**src/rtl/time_event_scheduler.sv**
```systemverilog
// time_event_scheduler: timed-event table scanned against the live timebase
// count. Each due event is issued on a valid/ready port in scan order. The
// block also owns the timebase clear pulse and divider configuration.
// Optional feature macro TES_LATE_FLAG_EN adds the ev_late / late_cnt outputs.
module time_event_scheduler #(
  parameter int DEPTH    = 8,
  parameter int CH_W     = 4,
  parameter int LATE_THR = 0
) (
  input  logic                   clk,
  input  logic                   rst,
  input  logic [31:0]            time_q,
  output logic                   tc_clr,
  output logic [15:0]            tc_nbuf,
  input  logic                   cfg_wr,
  input  logic [15:0]            cfg_nbuf,
  input  logic                   clr_req,
  input  logic                   wr_valid,
  output logic                   wr_ready,
  input  logic [31:0]            wr_time,
  input  logic [CH_W-1:0]        wr_ch,
  output logic                   ev_valid,
  input  logic                   ev_ready,
  output logic [31:0]            ev_time,
  output logic [CH_W-1:0]        ev_ch,
  output logic [$clog2(DEPTH):0] occupancy
`ifdef TES_LATE_FLAG_EN
  ,
  output logic                   ev_late,
  output logic [15:0]            late_cnt
`endif
);
  localparam int PW = $clog2(DEPTH);

  if (DEPTH < 2 || DEPTH > 32 || (DEPTH & (DEPTH - 1)) != 0) begin : g_bad_depth
    $error("time_event_scheduler: DEPTH must be a power of two in 2..32");
  end
  if (LATE_THR < 0) begin : g_bad_thr
    $error("time_event_scheduler: LATE_THR must be non-negative");
  end

  typedef enum logic [1:0] {
    ST_SCAN  = 2'd0,
    ST_FIRE  = 2'd1,
    ST_FLUSH = 2'd2
  } state_e;

  state_e            state_q, state_d;
  logic [PW-1:0]     ptr_q, ptr_d;
  logic [DEPTH-1:0]  vld_q, vld_d;
  logic [31:0]       slot_time_q [DEPTH];
  logic [CH_W-1:0]   slot_ch_q [DEPTH];
  logic              ev_valid_q, ev_valid_d;
  logic [31:0]       ev_time_q, ev_time_d;
  logic [CH_W-1:0]   ev_ch_q, ev_ch_d;
  logic [PW:0]       occ_q, occ_d;
  logic [15:0]       nbuf_q, nbuf_d;
`ifdef TES_LATE_FLAG_EN
  logic              ev_late_q, ev_late_d;
  logic [15:0]       late_cnt_q, late_cnt_d;
`endif

  logic [PW-1:0]     free_idx_s;
  logic              any_free_s;
  logic [31:0]       diff_s;
  logic              due_s;
  logic              strobe_s;
  logic              wr_acc_s;
  logic              cap_s;

  // Lowest-index free slot, judged on registered valid bits only so a slot
  // freed this cycle is reused no earlier than next cycle.
  always_comb begin
    any_free_s = 1'b0;
    free_idx_s = '0;
    for (int i = DEPTH - 1; i >= 0; i--) begin
      free_idx_s = vld_q[i] ? free_idx_s : PW'(i);
      any_free_s = any_free_s | ~vld_q[i];
    end
  end

  // Wrap-safe due test: the slot is due once time_q is at or past its time
  // by less than half the counter range.
  assign diff_s   = time_q - slot_time_q[ptr_q];
  assign due_s    = vld_q[ptr_q] & ~diff_s[31];
  assign strobe_s = cfg_wr | clr_req;
  assign wr_ready = ~rst & any_free_s & (state_q != ST_FLUSH) & ~strobe_s;
  assign wr_acc_s = wr_valid & wr_ready;
  assign cap_s    = (state_q == ST_SCAN) & due_s & ~strobe_s;

  // Next-state logic: scan/fire sequencing, table bookkeeping, flush override.
  always_comb begin
    state_d    = state_q;
    ptr_d      = ptr_q;
    vld_d      = vld_q;
    ev_valid_d = ev_valid_q;
    ev_time_d  = ev_time_q;
    ev_ch_d    = ev_ch_q;
    nbuf_d     = nbuf_q;
    occ_d      = occ_q + (PW + 1)'(wr_acc_s) - (PW + 1)'(cap_s);
`ifdef TES_LATE_FLAG_EN
    ev_late_d  = ev_late_q;
    late_cnt_d = late_cnt_q;
`endif
    if (strobe_s) begin
      // Any strobe restarts the timebase and drops everything pending,
      // including an event waiting on the output.
      state_d    = ST_FLUSH;
      ptr_d      = '0;
      vld_d      = '0;
      ev_valid_d = 1'b0;
      occ_d      = '0;
      nbuf_d     = cfg_wr ? cfg_nbuf : nbuf_q;
`ifdef TES_LATE_FLAG_EN
      late_cnt_d = 16'd0;
`endif
    end else begin
      case (state_q)
        ST_SCAN: begin
          if (due_s) begin
            ev_valid_d   = 1'b1;
            ev_time_d    = slot_time_q[ptr_q];
            ev_ch_d      = slot_ch_q[ptr_q];
            vld_d[ptr_q] = 1'b0;
            state_d      = ST_FIRE;
`ifdef TES_LATE_FLAG_EN
            ev_late_d    = (diff_s > 32'(LATE_THR));
`endif
          end else begin
            ptr_d = ptr_q + PW'(1);
          end
        end
        ST_FIRE: begin
          if (ev_ready) begin
            ev_valid_d = 1'b0;
            ptr_d      = ptr_q + PW'(1);
            state_d    = ST_SCAN;
`ifdef TES_LATE_FLAG_EN
            late_cnt_d = (ev_late_q && late_cnt_q != 16'hFFFF) ? late_cnt_q + 16'd1 : late_cnt_q;
`endif
          end else begin
            state_d = ST_FIRE;
          end
        end
        ST_FLUSH: begin
          state_d = ST_SCAN;
        end
        default: begin
          state_d = ST_SCAN;
        end
      endcase
      vld_d[free_idx_s] = vld_d[free_idx_s] | wr_acc_s;
    end
  end

  // Control and output registers with synchronous reset.
  always_ff @(posedge clk) begin
    if (rst) begin
      state_q    <= ST_SCAN;
      ptr_q      <= '0;
      vld_q      <= '0;
      ev_valid_q <= 1'b0;
      ev_time_q  <= 32'd0;
      ev_ch_q    <= '0;
      occ_q      <= '0;
      nbuf_q     <= 16'd0;
`ifdef TES_LATE_FLAG_EN
      ev_late_q  <= 1'b0;
      late_cnt_q <= 16'd0;
`endif
    end else begin
      state_q    <= state_d;
      ptr_q      <= ptr_d;
      vld_q      <= vld_d;
      ev_valid_q <= ev_valid_d;
      ev_time_q  <= ev_time_d;
      ev_ch_q    <= ev_ch_d;
      occ_q      <= occ_d;
      nbuf_q     <= nbuf_d;
`ifdef TES_LATE_FLAG_EN
      ev_late_q  <= ev_late_d;
      late_cnt_q <= late_cnt_d;
`endif
    end
  end

  // Slot payload storage; only meaningful while the matching valid bit is set.
  always_ff @(posedge clk) begin
    if (wr_acc_s) begin
      slot_time_q[free_idx_s] <= wr_time;
      slot_ch_q[free_idx_s]   <= wr_ch;
    end
  end

  assign tc_clr    = rst | (state_q == ST_FLUSH);
  assign tc_nbuf   = nbuf_q;
  assign ev_valid  = ev_valid_q;
  assign ev_time   = ev_time_q;
  assign ev_ch     = ev_ch_q;
  assign occupancy = occ_q;
`ifdef TES_LATE_FLAG_EN
  assign ev_late   = ev_late_q;
  assign late_cnt  = late_cnt_q;
`endif

endmodule

```
**config.mk**
```make
export PLATFORM = sky130hd
export DESIGN_NAME = time_event_scheduler
export DESIGN_NICKNAME = d
export VERILOG_FILES = /design/src/rtl/time_event_scheduler.sv
export SDC_FILE = /design/constraint.sdc
export NUM_CORES = 1
export LEC_CHECK = 0
export ABC_AREA = 1
export CORE_MARGIN = 8
export CORE_UTILIZATION = 40
export CTS_CLUSTER_DIAMETER = 50
export CTS_CLUSTER_SIZE = 25
export DETAILED_ROUTE_END_ITERATION = 10
export REMOVE_ABC_BUFFERS = 1
export SLEW_MARGIN = 40
export SYNTH_ARGS = -nofsm -noshare
export SYNTH_HDL_FRONTEND = slang
export SYNTH_SLANG_ARGS = --single-unit
```
**constraint.sdc**
```tcl
create_clock -name clk -period 17.9 [get_ports clk]
set_input_delay 3.58 -clock clk [delete_from_list [all_inputs] [get_ports clk]]
set_output_delay 3.58 -clock clk [all_outputs]
set_load 0.01 [all_outputs]
```
==> results of run 1 <==
==> per-layer routing <==
metal | vias up | wire (µm)
met5 | - | 8
met4 | 2 | 602
met3 | 55 | 2130
met2 | 288 | 17400
met1 | 4813 | 17400
li1 | 4880 | -
==> final timing paths <==
check	slack [ns]	from	cells past startpoint	end
max	8.68	cfg_wr	5	wr_ready
min reg2reg	0.46	ev_ch[1]$_SDFFE_PP0P_	2	ev_ch[1]$_SDFFE_PP0P_
max reg2reg	11.14	flip-flop	28	occupancy[3]$_SDFF_PP0_
min	0.46	ev_ch[1]$_SDFFE_PP0P_	2	ev_ch[1]$_SDFFE_PP0P_
==> flip-flops by register name, summed over array words and instances, names as in the netlist, 2 cells and up, named ones only <==
name	flops
state_q	2
slot_time_q	256
ptr_q	3
occupancy	4
ev_ch	4
vld_q	8
tc_nbuf	16
ev_time	32
slot_ch_q	32
==> cells by family after synthesis <==
logic type               Yosys count  synth area share
XOR/XNOR                           3           0.00178
adder cells (fa/ha/maj)           36            0.0310
flip-flops                       361             0.684
AO/OA/AOI/OAI                    325             0.121
AND/OR/NAND/NOR                  400             0.111
buffers and inverters            183            0.0514
==> metrics by stage <==
stage	cell area (µm²)	setup slack, ns
after floorplan	14500	9.11
after global placement	16700	8.71
after detailed placement	16700	8.67
after CTS	17900	8.67
after global routing	17900	8.54
final	17900	8.68
==> cell type report <==
class / instances / area, µm² / area share
Sequential cell: 361 / 10100 / 0.564
Multi-Input combinational cell: 764 / 3940 / 0.219
Timing Repair Buffer: 163 / 1590 / 0.0888
Clock buffer: 38 / 930 / 0.0518
Tap cell: 468 / 586 / 0.0326
Inverter: 118 / 450 / 0.0251
Clock inverter: 25 / 334 / 0.0186
==> cell usage after synthesis, types with 2 or more instances <==
cell        n
buf_1       5
buf_6       8
nand2_2     3
nand3_2     2
xor2_1      2
inv_1     109
nand3_1    15
buf_2       5
clkbuf_1   46
nor2_2      3
a221oi_1    4
o21ai_1     9
dfxtp_1    73
edfxtp_1  288
o22ai_1    54
nand2_1   163
ha_1       35
a22oi_1     5
a21oi_1    57
o221ai_1   10
nor4_1      4
nor2_1    187
nor3_2      4
nor3_1      7
inv_2       7
a211oi_1    2
o21ai_0   176
nand4_1    10
==> report_power, final <==
part           total, mW  internal [mW]  leakage, nW  switching (mW)
registers          0.911          0.908         3.18         0.00358
clock network      0.790          0.441        0.611           0.349
logic             0.0837         0.0373         2.67          0.0464
==> critical path: stages <==
cell and delay, ns:
clkdlybuf4s50_1 0.68, nor2_1 0.40, inv_1 0.10, a211oi_1 0.28, clkdlybuf4s50_1 0.60
==> impl_results.md, run 1 <==
* GRT met2 Usage at 0.277
* Pwr Total at around 1.8 mW
* Hold_buf cts at 0
* Crit path arrival time at 5.64 ns
* Max Fclk at 109 MHz
* Vias per Instance at between 5 and 6
* Power density cells at between 90 and 100 nW/µm²
* ANT nets after route at 0
* Tcrit/Tclk final at 0.515
* Max-slew headroom at 0.431
* Post-synthesis sequential area ratio at 0.684
* Status: finished clean
* Area leader, netlist: edfxtp_1
* Total grt overflow at 0
* RSZ-0062 raised after global routing: false
* IO Port Bufs at about 150
* Die width at around 210 µm
* Syn Area/Cell at around 11 µm²
* Initial Util at 0.405
* Ratio of cells with drive above 1 in the final layout at 0.0722
* Vias in the first global route at 9718
* CP required at ~14 ns
* 1st-pass router iterations at 5
* Rows at 70
* Final Non-Filler Cells at roughly 1900
* Yosys cell types at between 40 and 50
* TritonCTS Buffers at 35
* WL final at 37500 µm
* Crit path max fanout at 18
* DIE AREA at ~43000 µm²
* Mapped Area at 14800 µm²
* Clk_lat worst skew at 0.52 ns
* TritonCTS Sinks at 361
* Peak supply drop at around 0.064 mV
* Clk slew on worst S/H paths at around 0.070 ns
* Max Root-Sink Buffers at 3
* Tot GR Track Use at 0.168
* # diodes at 0
* Routed vias at between 10000 and 15000
* Min cycle time layout at between 9 and 10 ns
* Yosys top cell area share at 0.585
* Commonest cells after routing, fill and taps aside: edfxtp_1 (288), nor2_1 (187), o21ai_0 (176)
* H-tree lvl count at 2
* Core ar. at ~37000 µm²
* Critical Path End Type: primary output
* Top cells by area, synth: edfxtp_1 (59%), dfxtp_1 (9.9%), o21ai_0 (6.0%)
* CTS tree: done
* Clk root buf: clkbuf_16
* Post-DP HPWL at roughly 21000 µm
* Most used flip-flop cell after synthesis: edfxtp_1
* Global-route wire length before repair at approximately 57000 µm
* Area delta synth->final at 21.4%
* GPL Wtd Cong at between 0.7 and 0.8
* Worst Hold Class: reg -> reg
* Pins over their slew limit at 0
* Nets at 1569
* Ys async rst share at 0
* Final Util at 0.491
* Final hold vios at 0
* Grt met1 use at 0.229
* Post_cts resized at 0
* Max-cap violations at 0
* Final setup vio count at 0
* Synthesized flop and latch total at between 300 and 400
* Die H at around 210 µm
* Commonest non-fill, non-tap cell in the layout: edfxtp_1
* Routed WL per cell at slightly below 20 µm
* Inst Count DP at about 1900
* Max Clock Skew at around 0.018 ns
* Leak at 6.46 nW
* Post-CTS setup buffers at 0
* Setup TNS at 0 ns
* DRC violations left at 0
* M3 GR Usage at 0.0320
* Synthesis Warnings at 0
* Critical path type: in -> out
* WHS at approximately 0.46 ns
* Grt peak-use layer: met2
* Number of synthesized flops with an enable pin at roughly 290
* Synthesized instance count at 1308
* Largest net degree at the start of global routing at 77
* Crit start category: input pin
* Fillers at 3217
* Worst Tran Pin Value at ~0.85 ns
* Detailed router's first-iteration violation count at between 900 and 1000
* Initial antenna violation count at 1
* Top-level I/O count at 149
(Power assumes the default switching activity.)
==> inputs of run 2 (changes only) <==
==> constraint.sdc (replaced) <==
create_clock -name clk -period 9.2 [get_ports clk]
set_input_delay 1.84 -clock clk [delete_from_list [all_inputs] [get_ports clk]]
set_output_delay 1.84 -clock clk [all_outputs]
set_load 0.01 [all_outputs]
==> run 2 against run 1 <==
Clock power rose by 87%. Setup slack got worse by 5.6 ns. First-iteration DRC count rose by 2.2%. Routed wire length rose by 1.9%. Count of clock-buffer cells in the layout rose by 3. Combinational power rose by 97%. Worst hold slack improved by 0.0025 ns. Largest power group unchanged.
==> impl_results.md, run 2 (same netlist as run 1, synthesis figures left out) <==
* Core ar. at 36500 µm² (unchanged)
* Crit start category: flip-flop
* Max-slew headroom at 0.466 (+0.0347)
* Final hold vios at 0 (unchanged)
* 1st-pass router iterations at 5 (unchanged)
* DRC violations left at 0 (unchanged)
* Final Util at 0.489 (-0.00178)
* CTS tree: done
* Worst Hold Class: reg -> reg
* Fillers at 3259 (+1.3%)
* Tcrit/Tclk final at 0.668
* Max-cap violations at 0 (unchanged)
* Critical path type: reg -> reg
* Critical Path End Type: flip-flop
* Top-level I/O count at 149 (unchanged)
* H-tree lvl count at 2 (unchanged)
* Placement Setup Slack at 3.07 ns (-5.59 ns)
* Uppermost routed layer: met5
* Min cycle time layout at 6.15 ns
* Global-route wire length before repair at 58500 µm (+2.2%)
* Ratio of cells with drive above 1 in the final layout at 0.0714 (-0.000778)
* Top cell by count, worst path: inv_1
* Area delta synth->final at 21.0%
* Initial antenna violation count at 1 (unchanged)
* Met1 WL at 17800 µm (+1.8%)
* R2r setup slk at 3.05 ns (-8.09 ns)
* Tot GR Track Use at 0.171 (+0.00302)
* Max Clock Skew at 0.0216 ns (+0.00338 ns)
* Post-CTS setup buffers at 0 (unchanged)
* IO Port Bufs at 148 (unchanged)
* Leak at 6.43 nW (-0.46%)
* Commonest non-fill, non-tap cell in the layout: edfxtp_1
* Clk root buf: clkbuf_16
* Peak supply drop at 0.109 mV (+71%)
* CP required at 9.59 ns (-4.73 ns)
* Pins over their slew limit at 0 (unchanged)
* Metal2 WL at 17300 µm (-0.22%)
* GPL Wtd Cong at 0.810 (+6.5%)
* Clk slew on worst S/H paths at 0.07 ns (about the same)
* R2R cell count at 23 (-18%)
* Reg2reg end: occupancy[1]$_SDFF_PP0_
* # diodes at 0 (unchanged)
* Final WS setup at 3.05 ns (-5.63 ns)
* WL final at 38200 µm (+1.9%)
* Largest Register: slot_time_q
* Total grt overflow at 0 (unchanged)
* Largest net degree at the start of global routing at 73 (-5.2%)
* Detailed router's first-iteration violation count at 928 (+2.2%)
* RSZ-0062 raised after global routing: false
* Setup TNS at 0 ns (unchanged)
* ANT nets after route at 0 (unchanged)
* WHS at 0.466 ns (+0.00255 ns)
* CP max-delay cell: dfxtp_4
* Power density cells at 191 nW/µm² (+92%)
* Clk_lat worst skew at 0.52 ns (about the same)
* Crit path arrival time at 6.53 ns (+0.89 ns)
* Max reg flops at 256 (unchanged)
* CP peak stage delay at 0.74 ns (+0.06 ns)
* TritonCTS Buffers at 35 (unchanged)
* Placed cell area at 16700 µm² (about the same)
* Met3 Wirelength at 2290 µm (+7.3%)
* Rows at 70 (unchanged)
* Max Fclk at roughly 160 MHz
* Crit path max fanout at 72 (+54)
* Nets at 1570 (+0.064%)
* Max Root-Sink Buffers at 3 (unchanged)
* Critical-path cell list: buf_4 > o21ai_0 > o22ai_1 > inv_1 > o21ai_1 > inv_1 > ha_1 > nand2_1 > nor2_1 > nand4_1 > nor4_1 > nand2_1 > nand3_1 > nand3_2 > inv_2 > nand2_4 > inv_4 > ha_1 > inv_1 > ha_1 > fa_1 > inv_1 > nor2_1
* TritonCTS Sinks at 361 (unchanged)
* Routed vias at 10000 (+0.060%)
* Hold_buf cts at 0 (unchanged)
* Status: finished clean
* Post-route cell area at 17900 µm² (-0.36%)
* Worst Tran Pin Value at 0.800 ns (-0.0467 ns)
* Final setup vio count at 0 (unchanged)
* Die H at 208 µm (unchanged)
* Setup crit end: occupancy[1]$_SDFF_PP0_
* Die width at 208 µm (unchanged)
* Vias per Instance at 5.18 (about the same)
* Routed WL per cell at 19.7 µm (+1.8%)
* Commonest cells after routing, fill and taps aside: edfxtp_1 (288), nor2_1 (187), o21ai_0 (176)
* DIE AREA at 43300 µm² (unchanged)
* Post-DP HPWL at 22900 µm (+7.1%)
* Post_cts resized at 0 (unchanged)
* Vias in the first global route at 9883 (+1.7%)
* Initial Util at 0.405 (unchanged)
## run 2: per-layer routing
layer / vias up / global-route usage
met5: - / 0
met1: 4829 / 0.234
met3: 54 / 0.0335
met4: 2 / 0.0467
li1: 4871 / -
met2: 288 / 0.276
## run 2: worst max-delay path, delay by kind of cell, from the launching register on
kind	cells	cell delay, ns
AOI/OAI and AO/OA	3	0.74
and+or+nand+nor	9	1.54
adders and majority gates	4	1.20
buffers and inverters	7	1.67
DFF	1	0.74
## run 2: through the flow
step / power (mW) / cells
6_report: 3.42 / 1939
5_1_grt: 3.52 / 1939
4_1_cts: 3.44 / 1939
3_5_place_dp: 1.97 / 1875
3_3_place_gp: 1.97 / 1875
2_1_floorplan: 1.88 / 1243
## run 2: report_power, final
group | internal (mW) | switching, mW
Combinational | 0.0729 | 0.0919
Clock | 0.820 | 0.659
Sequential | 1.77 | 0.00701
## run 2: area by class of cell
type | count | area (µm²) | area share
Tap cell | 468 | 586 | 0.0328
Clock inverter | 23 | 256 | 0.0143
Clock buffer | 41 | 940 | 0.0526
Sequential cell | 361 | 10100 | 0.566
Timing Repair Buffer | 164 | 1600 | 0.0896
Inverter | 118 | 450 | 0.0252
Multi-Input combinational cell | 764 | 3930 | 0.220
## run 2: how the worst min path moves through the flow
| stage | startpoint | to | slack, ns | cells after the start |
|---|---|---|---|---|
| floorplan | state_q[0]$_SDFFE_PP0P_ | ev_valid$_SDFFE_PP0P_ | 0.43 | 1 |
| global placement | state_q[0]$_SDFFE_PP0P_ | ev_valid$_SDFFE_PP0P_ | 0.45 | 1 |
| detailed placement | ev_ch[1]$_SDFFE_PP0P_ | ev_ch[1]$_SDFFE_PP0P_ | 0.45 | 2 |
| CTS | ev_ch[1]$_SDFFE_PP0P_ | ev_ch[1]$_SDFFE_PP0P_ | 0.47 | 2 |
| global route | state_q[0]$_SDFFE_PP0P_ | ev_valid$_SDFFE_PP0P_ | 0.49 | 1 |
| finish | ev_ch[1]$_SDFFE_PP0P_ | ev_ch[1]$_SDFFE_PP0P_ | 0.47 | 2 |
==> inputs of run 3 (changes only) <==
==> constraint.sdc (replaced) <==
create_clock -name clk -period 6.1 [get_ports clk]
set_input_delay 1.22 -clock clk [delete_from_list [all_inputs] [get_ports clk]]
set_output_delay 1.22 -clock clk [all_outputs]
set_load 0.01 [all_outputs]
==> run 3 against run 2 <==
Sequential share of layout area down 0.73 points. Worst hold slack worse by 0.0046 ns. Count of clock-buffer cells in the layout down 3. Final cell count up 0.67%. Critical path depth down 1. Non-clock buffer count up 8. Largest power group unchanged.
==> impl_results.md, run 3 (same netlist as run 1, synthesis figures left out) <==
* Status: finished clean
* Core ar. at 36500 µm² (unchanged)
* Rows at 70 (unchanged)
* TritonCTS Sinks at 361 (unchanged)
* Crit path arrival time at 5.26 ns (-1.27 ns)
* Largest Register: slot_time_q
* Die width at 208 µm (unchanged)
* Clk root buf: clkbuf_16
* Detailed router's first-iteration violation count at 747 (-20%)
* Global-route wire length before repair at 57400 µm (-1.9%)
* Final WS setup at 1.22 ns (-1.83 ns)
* Final setup vio count at 0 (unchanged)
* Pwr Total at 5.29 mW (+55%)
* RSZ-0062 raised after global routing: false
* IO Port Bufs at 148 (unchanged)
* Leak at 6.52 nW (+1.4%)
* CP max-delay cell: clkinv_2
* Clk_lat worst skew at 0.53 ns (about the same)
* Max-slew headroom at 0.465 (-0.000916)
* Clk slew on worst S/H paths at 0.07 ns (about the same)
* Max Root-Sink Buffers at 3 (unchanged)
* Critical-path cell list: clkinv_2 > buf_12 > o21ai_0 > o22ai_1 > o21ai_0 > ha_1 > a21oi_1 > o21a_1 > o221a_2 > nand2_1 > nand2_1 > nand3_1 > nand3_2 > inv_2 > nand2_4 > inv_4 > ha_1 > inv_1 > ha_1 > fa_1 > xnor2_1 > nor2_1
* TritonCTS Buffers at 36 (+2.9%)
* Min cycle time layout at 4.88 ns (-1.27 ns)
* Placement Setup Slack at 1.32 ns (-1.75 ns)
* H-tree lvl count at 2 (unchanged)
* Area delta synth->final at 22.6%
* Fillers at 3172 (-2.7%)
* Post-DP HPWL at 22400 µm (-2.3%)
* Peak supply drop at 0.165 mV (+51%)
* Worst Tran Pin Value at 0.802 ns (+0.00159 ns)
* Final Util at 0.496 (+0.00641)
* Top-level I/O count at 149 (unchanged)
* CTS tree: done
* Worst Hold Class: reg -> reg
* Tot GR Track Use at 0.168 (-0.00319)
* Initial Util at 0.405 (unchanged)
* Hold_buf cts at 0 (unchanged)
* Post-route cell area at 18100 µm² (+1.3%)
* Routed WL per cell at 19.2 µm (-2.5%)
* GPL Wtd Cong at 0.851 (+5.0%)
* Vias per Instance at 5.17 (-0.10%)
* Power density cells at 292 nW/µm² (+53%)
* Total grt overflow at 0 (unchanged)
* Final Non-Filler Cells at 1952 (+0.67%)
* 1st-pass router iterations at 6 (+1)
* Max-cap violations at 0 (unchanged)
* Placed cell area at 16800 µm² (+0.72%)
* Vias in the first global route at 9807 (-0.77%)
* Die H at 208 µm (unchanged)
* Max Fclk at 205 MHz (+26%)
* DIE AREA at 43300 µm² (unchanged)
* ANT nets after route at 0 (unchanged)
* CP peak stage delay at 0.53 ns (-0.21 ns)
* Top cell by count, worst path: ha_1
* Final hold vios at 0 (unchanged)
* Ratio of cells with drive above 1 in the final layout at 0.0783 (+0.00695)
* Register area at 10100 µm² (unchanged)
* Initial antenna violation count at 2 (+1)
* DRC violations left at 0 (unchanged)
* Area of the multi-input gates at 3930 µm² (unchanged)
* WL final at 37500 µm (-1.9%)
* Pins over their slew limit at 0 (unchanged)
* Crit path max fanout at 49 (-32%)
* Tcrit/Tclk final at 0.800 (+0.131)
* Max reg flops at 256 (unchanged)
* Post-CTS setup buffers at 0 (unchanged)
* Nets at 1579 (+0.57%)
* Commonest non-fill, non-tap cell in the layout: edfxtp_1
* Critical Path End Type: flip-flop
* Max Clock Skew at 0.0335 ns (+0.0119 ns)
* Post_cts resized at 0 (unchanged)
* Critical path type: reg -> reg
* Inst Count DP at 1883 (+0.43%)
* Largest net degree at the start of global routing at 129 (+77%)
* Routed vias at 10100 (+0.57%)
* Crit start category: flip-flop
* CP required at 6.48 ns (-3.11 ns)
* Commonest cells after routing, fill and taps aside: edfxtp_1 (288), nor2_1 (187), o21ai_0 (176)
[run 3: cell count changes in the layout (fill, tap and decap cells not counted), moves of 2 or more]
cell        change
clkbuf_8        -2
clkinv_8        +2
clkinvlp_4      +3
buf_4           +3
clkbuf_1        -2
inv_12          +2
diode_2         +3
inv_6           -3
bufinv_16       +2
buf_12          +5
clkinv_4        -2
[run 3: routing by layer]
metal	part of all wire	wire (µm)	GRT usage	up-vias
met1	0.47	17600	0.234	4829
met3	0.064	2410	0.0326	57
met5	0	0	0	-
li1	-	-	-	4906
met2	0.45	16800	0.266	309
met4	0.020	734	0.0448	0
[run 3: area by class of cell]
class	count	share of cell area
antenna	3	0.000415
clock buffer	38	0.0513
clock inverter	28	0.0205
inverter	118	0.0248
multi-input combinational	764	0.217
sequential	361	0.558
tap	468	0.0323
timing repair buffer	172	0.0952
[run 3: final timing paths]
path | to | from | slack, ns | cells after the start
min reg2reg | ev_valid$_SDFFE_PP0P_ | state_q[0]$_SDFFE_PP0P_ | 0.46 | 1
max reg2reg | occupancy[2]$_SDFF_PP0_ | flip-flop | 1.22 | 22
min | ev_valid$_SDFFE_PP0P_ | state_q[0]$_SDFFE_PP0P_ | 0.46 | 1
max | occupancy[2]$_SDFF_PP0_ | flip-flop | 1.22 | 22
[run 3: critical path, delay by kind of cell, from the launching register on]
kind,cells,cell delay (ns)
flops,1,0.37
xor+xnor,1,0.15
simple gates,6,0.72
compound gates,6,1.17
fa+ha+maj,4,1.17
buf+inv,5,1.13
[run 3: where the power goes]
group	internal, mW	leakage [nW]	switching (mW)
clock network	1.34	0.622	1.03
logic	0.112	2.72	0.141
registers	2.66	3.18	0.00631
[run 3: stage by stage]
stage | hold WS (ns) | setup TNS [ns]
finish | 0.461 | 0
detailed placement | 0.453 | 0
floorplan | 0.428 | -24.16
CTS | 0.462 | 0
global route | 0.478 | 0
global placement | 0.440 | 0
